### config.mk
export PLATFORM = sky130hd
export DESIGN_NAME = dm_rmw_ctrl
export DESIGN_NICKNAME = d
export VERILOG_FILES = /design/src/rtl/dm_rmw_ctrl_pkg.sv /design/src/rtl/dm_rmw_ctrl_byte_lane.sv /design/src/rtl/dm_rmw_ctrl.sv
export SDC_FILE = /design/constraint.sdc
export NUM_CORES = 1
export LEC_CHECK = 0
export CORE_MARGIN = 4
export CORE_UTILIZATION = 45
export CTS_BUF_LIST = sky130_fd_sc_hd__clkbuf_8
export DETAILED_ROUTE_END_ITERATION = 10
export PLACE_DENSITY = 0.77
export SLEW_MARGIN = 5
export SYNTH_ARGS = -nofsm -noshare
export SYNTH_HDL_FRONTEND = slang
export SYNTH_SLANG_ARGS = --single-unit
export TNS_END_PERCENT = 10
### constraint.sdc
create_clock -name clk -period 6.3 [get_ports clk]
set_clock_uncertainty 0.15 [all_clocks]
set_input_delay 0.945 -clock clk [delete_from_list [all_inputs] [get_ports clk]]
set_output_delay 0.945 -clock clk [all_outputs]
set_load 0.1 [all_outputs]
### src/rtl/dm_rmw_ctrl_pkg.sv
// Shared encodings for the data-memory RMW controller: access sizes, exception codes, FSM states.
// No logic of its own; imported by the controller and its lane unit.
package dm_rmw_ctrl_pkg;

  localparam int unsigned DM_DEPTH_WORDS = 4096;

  localparam logic [4:0] EXC_ADEL = 5'd4;
  localparam logic [4:0] EXC_ADES = 5'd5;

  localparam logic [1:0] SZ_BYTE = 2'd0;
  localparam logic [1:0] SZ_HALF = 2'd1;
  localparam logic [1:0] SZ_WORD = 2'd2;

  typedef enum logic [2:0] {
    ST_IDLE,
    ST_ACCESS,
    ST_MERGE,
    ST_FAULT,
    ST_RESP
  } dm_state_e;

  typedef struct packed {
    logic        we;
    logic [1:0]  size;
    logic        sign;
    logic [31:0] addr;
    logic [31:0] wdata;
    logic [31:0] pc;
  } dm_req_t;

  // Size 3 arrives here already folded to SZ_WORD by the caller or hits the default arm.
  function automatic logic addr_misaligned(input logic [1:0] size, input logic [1:0] off);
    case (size)
      SZ_BYTE: return 1'b0;
      SZ_HALF: return off[0];
      default: return (off != 2'b00);
    endcase
  endfunction

endpackage

### src/rtl/dm_rmw_ctrl_byte_lane.sv
// Combinational little-endian lane logic: extracts/extends a load lane from a read word and
//  merges store data into a base word. Zero latency, no flow control.
module byte_lane_unit
  import dm_rmw_ctrl_pkg::*;
(
  input  logic [31:0] i_rd_word,
  input  logic [31:0] i_base_word,
  input  logic [31:0] i_wdata,
  input  logic [1:0]  i_off,
  input  logic [1:0]  i_size,
  input  logic        i_sign,
  output logic [31:0] o_extracted,
  output logic [31:0] o_merged
);

  logic [7:0]  w_byte;
  logic [15:0] w_half;

  always_comb begin
    w_byte      = i_rd_word[{i_off, 3'b000} +: 8];
    w_half      = i_rd_word[{i_off[1], 4'b0000} +: 16];
    o_extracted = i_rd_word;
    o_merged    = i_base_word;
    case (i_size)
      SZ_BYTE: begin
        o_extracted = {{24{i_sign & w_byte[7]}}, w_byte};
        o_merged[{i_off, 3'b000} +: 8] = i_wdata[7:0];
      end
      SZ_HALF: begin
        o_extracted = {{16{i_sign & w_half[15]}}, w_half};
        o_merged[{i_off[1], 4'b0000} +: 16] = i_wdata[15:0];
      end
      default: begin
        o_extracted = i_rd_word;
        o_merged    = i_wdata;
      end
    endcase
  end

endmodule

### src/rtl/dm_rmw_ctrl.sv
// MEM-stage data-RAM controller: checks alignment/range, turns sub-word stores into RMW.
// Response 2 cycles after accept (3 for sub-word stores); req_ready low (stall) while busy.
module dm_rmw_ctrl
  import dm_rmw_ctrl_pkg::*;
#(
  parameter int unsigned DEPTH_WORDS = DM_DEPTH_WORDS
) (
  input  logic        clk,
  input  logic        reset,
  input  logic        req_valid,
  output logic        req_ready,
  input  logic        req_we,
  input  logic [1:0]  req_size,
  input  logic        req_sign,
  input  logic [31:0] req_addr,
  input  logic [31:0] req_wdata,
  input  logic [31:0] req_pc,
  output logic        busy,
  output logic        resp_valid,
  output logic [31:0] resp_rdata,
  output logic        exc_valid,
  output logic [4:0]  exc_code,
  output logic [31:0] ram_now_pc,
  output logic [31:0] ram_addr,
  output logic [31:0] ram_data,
  output logic        ram_isWD,
  input  logic [31:0] ram_out
);

  localparam logic [32:0] ADDR_LIMIT = 33'(DEPTH_WORDS) << 2;

  dm_state_e   r_state;
  dm_state_e   w_next;
  dm_req_t     r_req;
  logic [31:0] r_merge_q;
  logic [31:0] r_resp_rdata;
  logic        r_exc_valid;
  logic [4:0]  r_exc_code;
  logic        w_fault;
  logic        w_sub_store;
  logic        w_wr_en;
  logic [1:0]  w_in_size;
  logic [31:0] w_extracted;
  logic [31:0] w_merged;

  assign w_in_size   = (req_size == 2'd3) ? SZ_WORD : req_size;
  assign w_fault     = addr_misaligned(w_in_size, req_addr[1:0]) | ({1'b0, req_addr} >= ADDR_LIMIT);
  assign w_sub_store = r_req.we & (r_req.size != SZ_WORD);

  byte_lane_unit u_lane (
    .i_rd_word   (ram_out),
    .i_base_word (r_merge_q),
    .i_wdata     (r_req.wdata),
    .i_off       (r_req.addr[1:0]),
    .i_size      (r_req.size),
    .i_sign      (r_req.sign),
    .o_extracted (w_extracted),
    .o_merged    (w_merged)
  );

  always_ff @(posedge clk) begin
    if (!reset) r_state <= ST_IDLE;
    else        r_state <= w_next;
  end

  always_comb begin
    w_next  = r_state;
    w_wr_en = 1'b0;
    case (r_state)
      ST_IDLE:   if (req_valid) w_next = w_fault ? ST_FAULT : ST_ACCESS;
      ST_ACCESS: begin
        if (w_sub_store) begin
          w_next = ST_MERGE;
        end else begin
          w_next  = ST_RESP;
          w_wr_en = r_req.we;
        end
      end
      ST_MERGE: begin
        w_wr_en = 1'b1;
        w_next  = ST_RESP;
      end
      ST_FAULT:  w_next = ST_RESP;
      ST_RESP:   w_next = ST_IDLE;
      default:   w_next = ST_IDLE;
    endcase
  end

  // Response registers are cleared on accept and after RESP so they only carry data in RESP.
  always_ff @(posedge clk) begin
    if (!reset) begin
      r_req        <= '0;
      r_merge_q    <= '0;
      r_resp_rdata <= '0;
      r_exc_valid  <= 1'b0;
      r_exc_code   <= '0;
    end else begin
      case (r_state)
        ST_IDLE: begin
          if (req_valid) begin
            r_req        <= '{we: req_we, size: w_in_size, sign: req_sign,
                              addr: req_addr, wdata: req_wdata, pc: req_pc};
            r_resp_rdata <= '0;
            r_exc_valid  <= 1'b0;
            r_exc_code   <= '0;
          end
        end
        ST_ACCESS: begin
          if (!r_req.we)       r_resp_rdata <= w_extracted;
          else if (w_sub_store) r_merge_q   <= ram_out;
        end
        ST_FAULT: begin
          r_exc_valid  <= 1'b1;
          r_exc_code   <= r_req.we ? EXC_ADES : EXC_ADEL;
          r_resp_rdata <= '0;
        end
        ST_RESP: begin
          r_resp_rdata <= '0;
          r_exc_valid  <= 1'b0;
          r_exc_code   <= '0;
        end
        default: ;
      endcase
    end
  end

  assign req_ready  = (r_state == ST_IDLE);
  assign busy       = ~req_ready;
  assign resp_valid = (r_state == ST_RESP);
  assign resp_rdata = r_resp_rdata;
  assign exc_valid  = r_exc_valid;
  assign exc_code   = r_exc_code;
  assign ram_now_pc = r_req.pc;
  assign ram_addr   = {r_req.addr[31:2], 2'b00};
  assign ram_data   = (r_state == ST_MERGE) ? w_merged : r_req.wdata;
  // Gating with reset keeps a write from landing on the edge that aborts an access.
  assign ram_isWD   = w_wr_en & reset;

endmodule

* Word level (Yosys, flattened, before mapping)
Index checks and enable logic that the tools add are counted.
Widths: inputs -> output; s select.
** Storage, ports and cells
- Register bits after elaboration :: 173
- Bits of input ports :: 135
** Operators by class
- $add $sub $neg :: 2
- Order comparisons :: 1
- Equal/unequal tests :: 10
- Shift-type cells :: 6
- Muxes and demuxes :: 21
- Bitwise gates (word level) :: 6
- Reduce and logical (&&, ||, !) cells :: 12
** Operators with widths (count)
- $pmux 32 s2 :: 2
- $mux 32 :: 3
- $pmux 32 s3 :: 1
- $bwmux 32 :: 2
- $ge 32x15->1 const B :: 1
- $shift 16x7->32 const A :: 1
- $shift 8x7->32 const A :: 1
- $shiftx 16x7->32 :: 1
- $shiftx 32x6->16 :: 1
- $shiftx 32x6->8 :: 1
- $shiftx 8x7->32 :: 1
- $pmux 5 s3 :: 1
- $neg 5->7 :: 2
- $pmux 3 s3 :: 1
- $eq 3x2->1 const B :: 2
- $mux 3 :: 2
- $ne 2x2->1 const B :: 3
- $reduce_and 3->1 :: 2
- $reduce_bool 3->1 :: 2
- $mux 5 :: 1
- $and 1x1->1 :: 4
- $eq 2x1->1 const B :: 2
- $logic_not 2->1 :: 2
- $mux 2 :: 2
- other kinds (12) :: 17

* Longest topological paths before layout
- Word-level depth :: 8
- Depth in mapped cells :: 8
- Mapped depth without buffers :: 6

* Hierarchy
A second synthesis with hierarchy kept.
** Second synthesis, totals
- Cells, all modules :: 1169
- Area total of the unflattened synthesis :: 9330.2 µm²
** Modules (own cells, without submodules)
- dm_rmw_ctrl :: times used 1, cells each 868, area each 7475.9 µm²
- byte_lane_unit :: times used 1, cells each 301, area each 1854.3 µm²

* Worst setup path after synthesis
No wires, ideal clock.
- Path kind :: register to output
- Start point :: reg r_req[65] in the netlist's numbering
- End point :: out ram_data[10]
- Arrival time :: 3.756 ns
- Slack :: 1.449 ns
- Stages on the path, launching flop included :: 9
- Path through :: dfxtp_1 clkbuf_1 inv_1 ha_1 nor2b_1 and3_1 clkbuf_1 a22oi_1 o21ai_0
** On the way
- Longest elaborated chain between the ends :: 5
- Elaborated cells between the ends (all ways) :: 10
- Classes of those cells :: add/sub: 2; shift: 4; mux: 4
** RTL lines
- start, declared :: line dm_rmw_ctrl.sv:34 : dm_req_t r_req;
- start signal, assigned :: line dm_rmw_ctrl.sv:101 : r_req <= '{we: req_we, size: w_in_size, sign: req_sign,
- $neg 5->7, on equally long branches :: line dm_rmw_ctrl_byte_lane.sv:31, dm_rmw_ctrl_byte_lane.sv:27
- $shiftx 16x7->32 (tied with other cells) :: line dm_rmw_ctrl_byte_lane.sv:31 : o_merged[{i_off[1], 4'b0000} +: 16] = i_wdata[15:0];
- $bwmux 32, on equally long branches :: line dm_rmw_ctrl_byte_lane.sv:31, dm_rmw_ctrl_byte_lane.sv:27
- $pmux 32 s2 * :: line dm_rmw_ctrl_byte_lane.sv:24 : case (i_size)
- $mux 32 * :: line dm_rmw_ctrl.sv:135 : assign ram_data = (r_state == ST_MERGE) ? w_merged : r_req.wdata;
- end, declared :: line dm_rmw_ctrl.sv:25 : output logic [31:0] ram_data,
Mark *: on every way between the ends. The rest lies on a longest branch, timed or not.

* Final worst setup path
- Start point :: reg r_req[97] in the netlist's numbering
- End point :: out ram_data[11]
** On the way
- Longest elaborated chain between the ends :: 3
- Elaborated cells between the ends (all ways) :: 4
- Classes of those cells :: eq/ne: 1; mux: 2; reduce/logical: 1
** RTL lines (line)
- $eq 2x1->1 or $logic_not 2->1 (tied branches) :: dm_rmw_ctrl_byte_lane.sv:24
- $pmux 32 s2 * :: dm_rmw_ctrl_byte_lane.sv:24
- $mux 32 * :: dm_rmw_ctrl.sv:135
Marks and branches as above.

==> qor.yml <==
status: "completed"
post-route-period-util: 0.8236
hpwlAfterDp_mm: 18.08
synth_edf_count: 0
powerDensity_nw_per_um2: 322.8
grt_first_pass_wirelength_mm: 38.44
die-area_um2: 19920
io-pin-count: 273
synth_cells: 955
min_path_cells: 2
power_leakage_nw: 3.763
clk_pin_slew_worst_paths_ps: 80
grt_start_max_net_pins: 101
worstHoldPathType: "register to register"
final_antenna_net_count: 0
timing.rr.start: "r_req[97]"
reg2regPathDepth: 5
layout.cells.most_common: "nand2_1"
number_of_global_route_vias_before_repair: 6853
drtPass1Iterations: 7
whs_endpoint: "ram_addr[3]"
cts_sink_cnt: 169
route.vias.total: 7201
worst-r2r-setup-slack_ps: 3310
postCtsSetupRepairBufs: 0
worst_hold_startpoint: "ram_addr[3]"
worst-setup-path-type: "register to output port"
flow.area_growth_from_synthesis_pct: 33.25
maxSlewViolCount: 0
timing.rr.end: "r_merge_q[6]"
clock_latency_late_sink_ps: 450
place.gp.congestion: 0.9024
grtUsageTotal: 0.2454
pre_cts_setup_slack_ps: 1736
instances_no_fill: 1353
fin_hold_ws_ps: 311.8
total_power_after_layout_w: 0.003431
routed_via_density: 5.322
synth.distinct_cells: 49
cts_hold_repair.buffers: 0
ctsLongestPathBuffers: 2
worst-path-max-fanout: 23
register_bit_count_reported_by_yosys: 169
crit_start_category: "register"
floorplan.rows: 48
cp_data_arrival_time_ps: 4090
floorplan.core_area_um2: 17360
layout-drive-gt1-share: 0.06206
ys_dominant_reg_cell: "dfxtp_1"
setup-violations-final: 0
most_used_cells_in_the_layout_excluding_fill_and_tap_cells: "274 x nand2_1, 258 x clkdlybuf4s50_1, 169 x dfxtp_1"
resized_cells_post_cts: 0
ys_async_sr_fraction: 0
htree_levels: 4
final_nets: 1255
antenna-diode-count: 0
routed_wirelength_mm: 25.07
yosys_warnings: 0
grt-ovfl-total: 0
end_kind: "output port"
timing.final.ws_setup_ps: 1111
setup_total_negative_slack_ps: 0
finalWorstPathRequiredPeriod_ps: 5189
unrepaired_setup_endpoints_after_global_routing: "false"
final_hold_viol_count: 0
numCtsBuffers: 17
die_height_um: 141.1
die_width_um: 141.1
relSlewSlack: 0.2381
vdd.ir_drop.worst_v: 0.0002171
placed_cells: 1321
syn_avg_cell_area_um2: 8.352
remaining_drc_errors: 0
drt-wirelength-per-cell_um: 18.53
synth_area_um2: 7976
fmaxAchievable_mhz: 192.7
seq_area_frac_synth: 0.4242
cts_tree: "yes"
initial_core_util: 0.4596
clk_root_buffer_cell: "clkbuf_8"
max_cap_violations: 0
worstPathRequired_ps: 5200
detail_route.iter0.violations: 628
initial_antenna_violation_count: 0
portBuffers: 267
worst_slew_pin_slew_ps: 1142
==> metal layers <==
layer | track usage | share of wire | up-vias | wire length (µm)
met5 | 0 | 0 | - | 0
met4 | 0.08618 | 0.032 | 0 | 795
met3 | 0.07123 | 0.091 | 50 | 2288
met2 | 0.3973 | 0.47 | 319 | 11680
met1 | 0.3126 | 0.41 | 3320 | 10310
li1 | - | - | 3512 | -
==> kinds of logic after synthesis <==
kind of cell / count (synthesis) / share of synthesized area
and+or+nand+nor: 319 / 0.1614
other: 1 / 0.0004701
DFF: 169 / 0.4242
adders and majority gates: 5 / 0.007843
muxes: 26 / 0.03514
buffers and inverters: 157 / 0.1103
AOI/OAI and AO/OA: 278 / 0.2607
==> cell usage after synthesis (all sizes together), types with 17 or more instances <==
cell type    n  area share
dfxtp      169        0.42
nand2      275        0.13
a22oi       17       0.016
clkbuf      54       0.025
inv         19      0.0089
buf         84       0.076
a21oi       37       0.024
a21boi     133        0.13
o21ai       24       0.015
==> report_power, final <==
part	internal, W	leakage, nW	switching, W	total, W
Clock	0.000439	0.219	0.000400	0.000839
Sequential	0.00115	1.38	0.0000755	0.00123
Combinational	0.000351	2.17	0.00101	0.00136
==> final cells by class <==
type	instances	area, µm²
inverters	19	71.32
clock inverters	14	181.4
clock buffers	18	247.7
flip-flops and latches	169	3383
repair buffers	275	2710
multi-input cells	633	3754
fillers	1569	6728
well taps	225	281.5
==> sequential cells by signal, summed over array words and instances (netlist names) <==
| name | count |
|---|---|
| ram_addr | 30 |
| exc_code | 2 |
| r_merge_q | 32 |
| resp_rdata | 32 |
| r_req | 38 |
| ram_now_pc | 32 |
| r_state | 3 |
==> how the worst max path moves through the flow <==
stage / cells after the start / slack, ps / from / to
after CTS: 5 / 1180 / r_req[97] / ram_data[11]
after global placement: 5 / 1790 / r_req[97] / ram_data[14]
after detailed placement: 5 / 1740 / r_state[1] / ram_data[7]
after floorplan: 8 / 1450 / r_req[65] / ram_data[10]
final: 5 / 1110 / r_req[97] / ram_data[11]
after global routing: 5 / 970 / r_req[97] / ram_data[11]
==> worst max-delay path, stage by stage, from the launching register on <==
cell	delay, ps
dfxtp_1	840
inv_1	200
a211oi_1	910
a22oi_1	180
o21ai_0	280
clkdlybuf4s50_1	1220
==> metrics by stage <==
step | instance area (µm²) | utilization
3_5_place_dp | 10190 | 0.5873
5_1_grt | 10630 | 0.6124
4_1_cts | 10620 | 0.6120
2_1_floorplan | 7991 | -
6_report | 10630 | 0.6124
3_3_place_gp | 10190 | 0.5873
No activity file was read; power rests on OpenSTA's default activity.
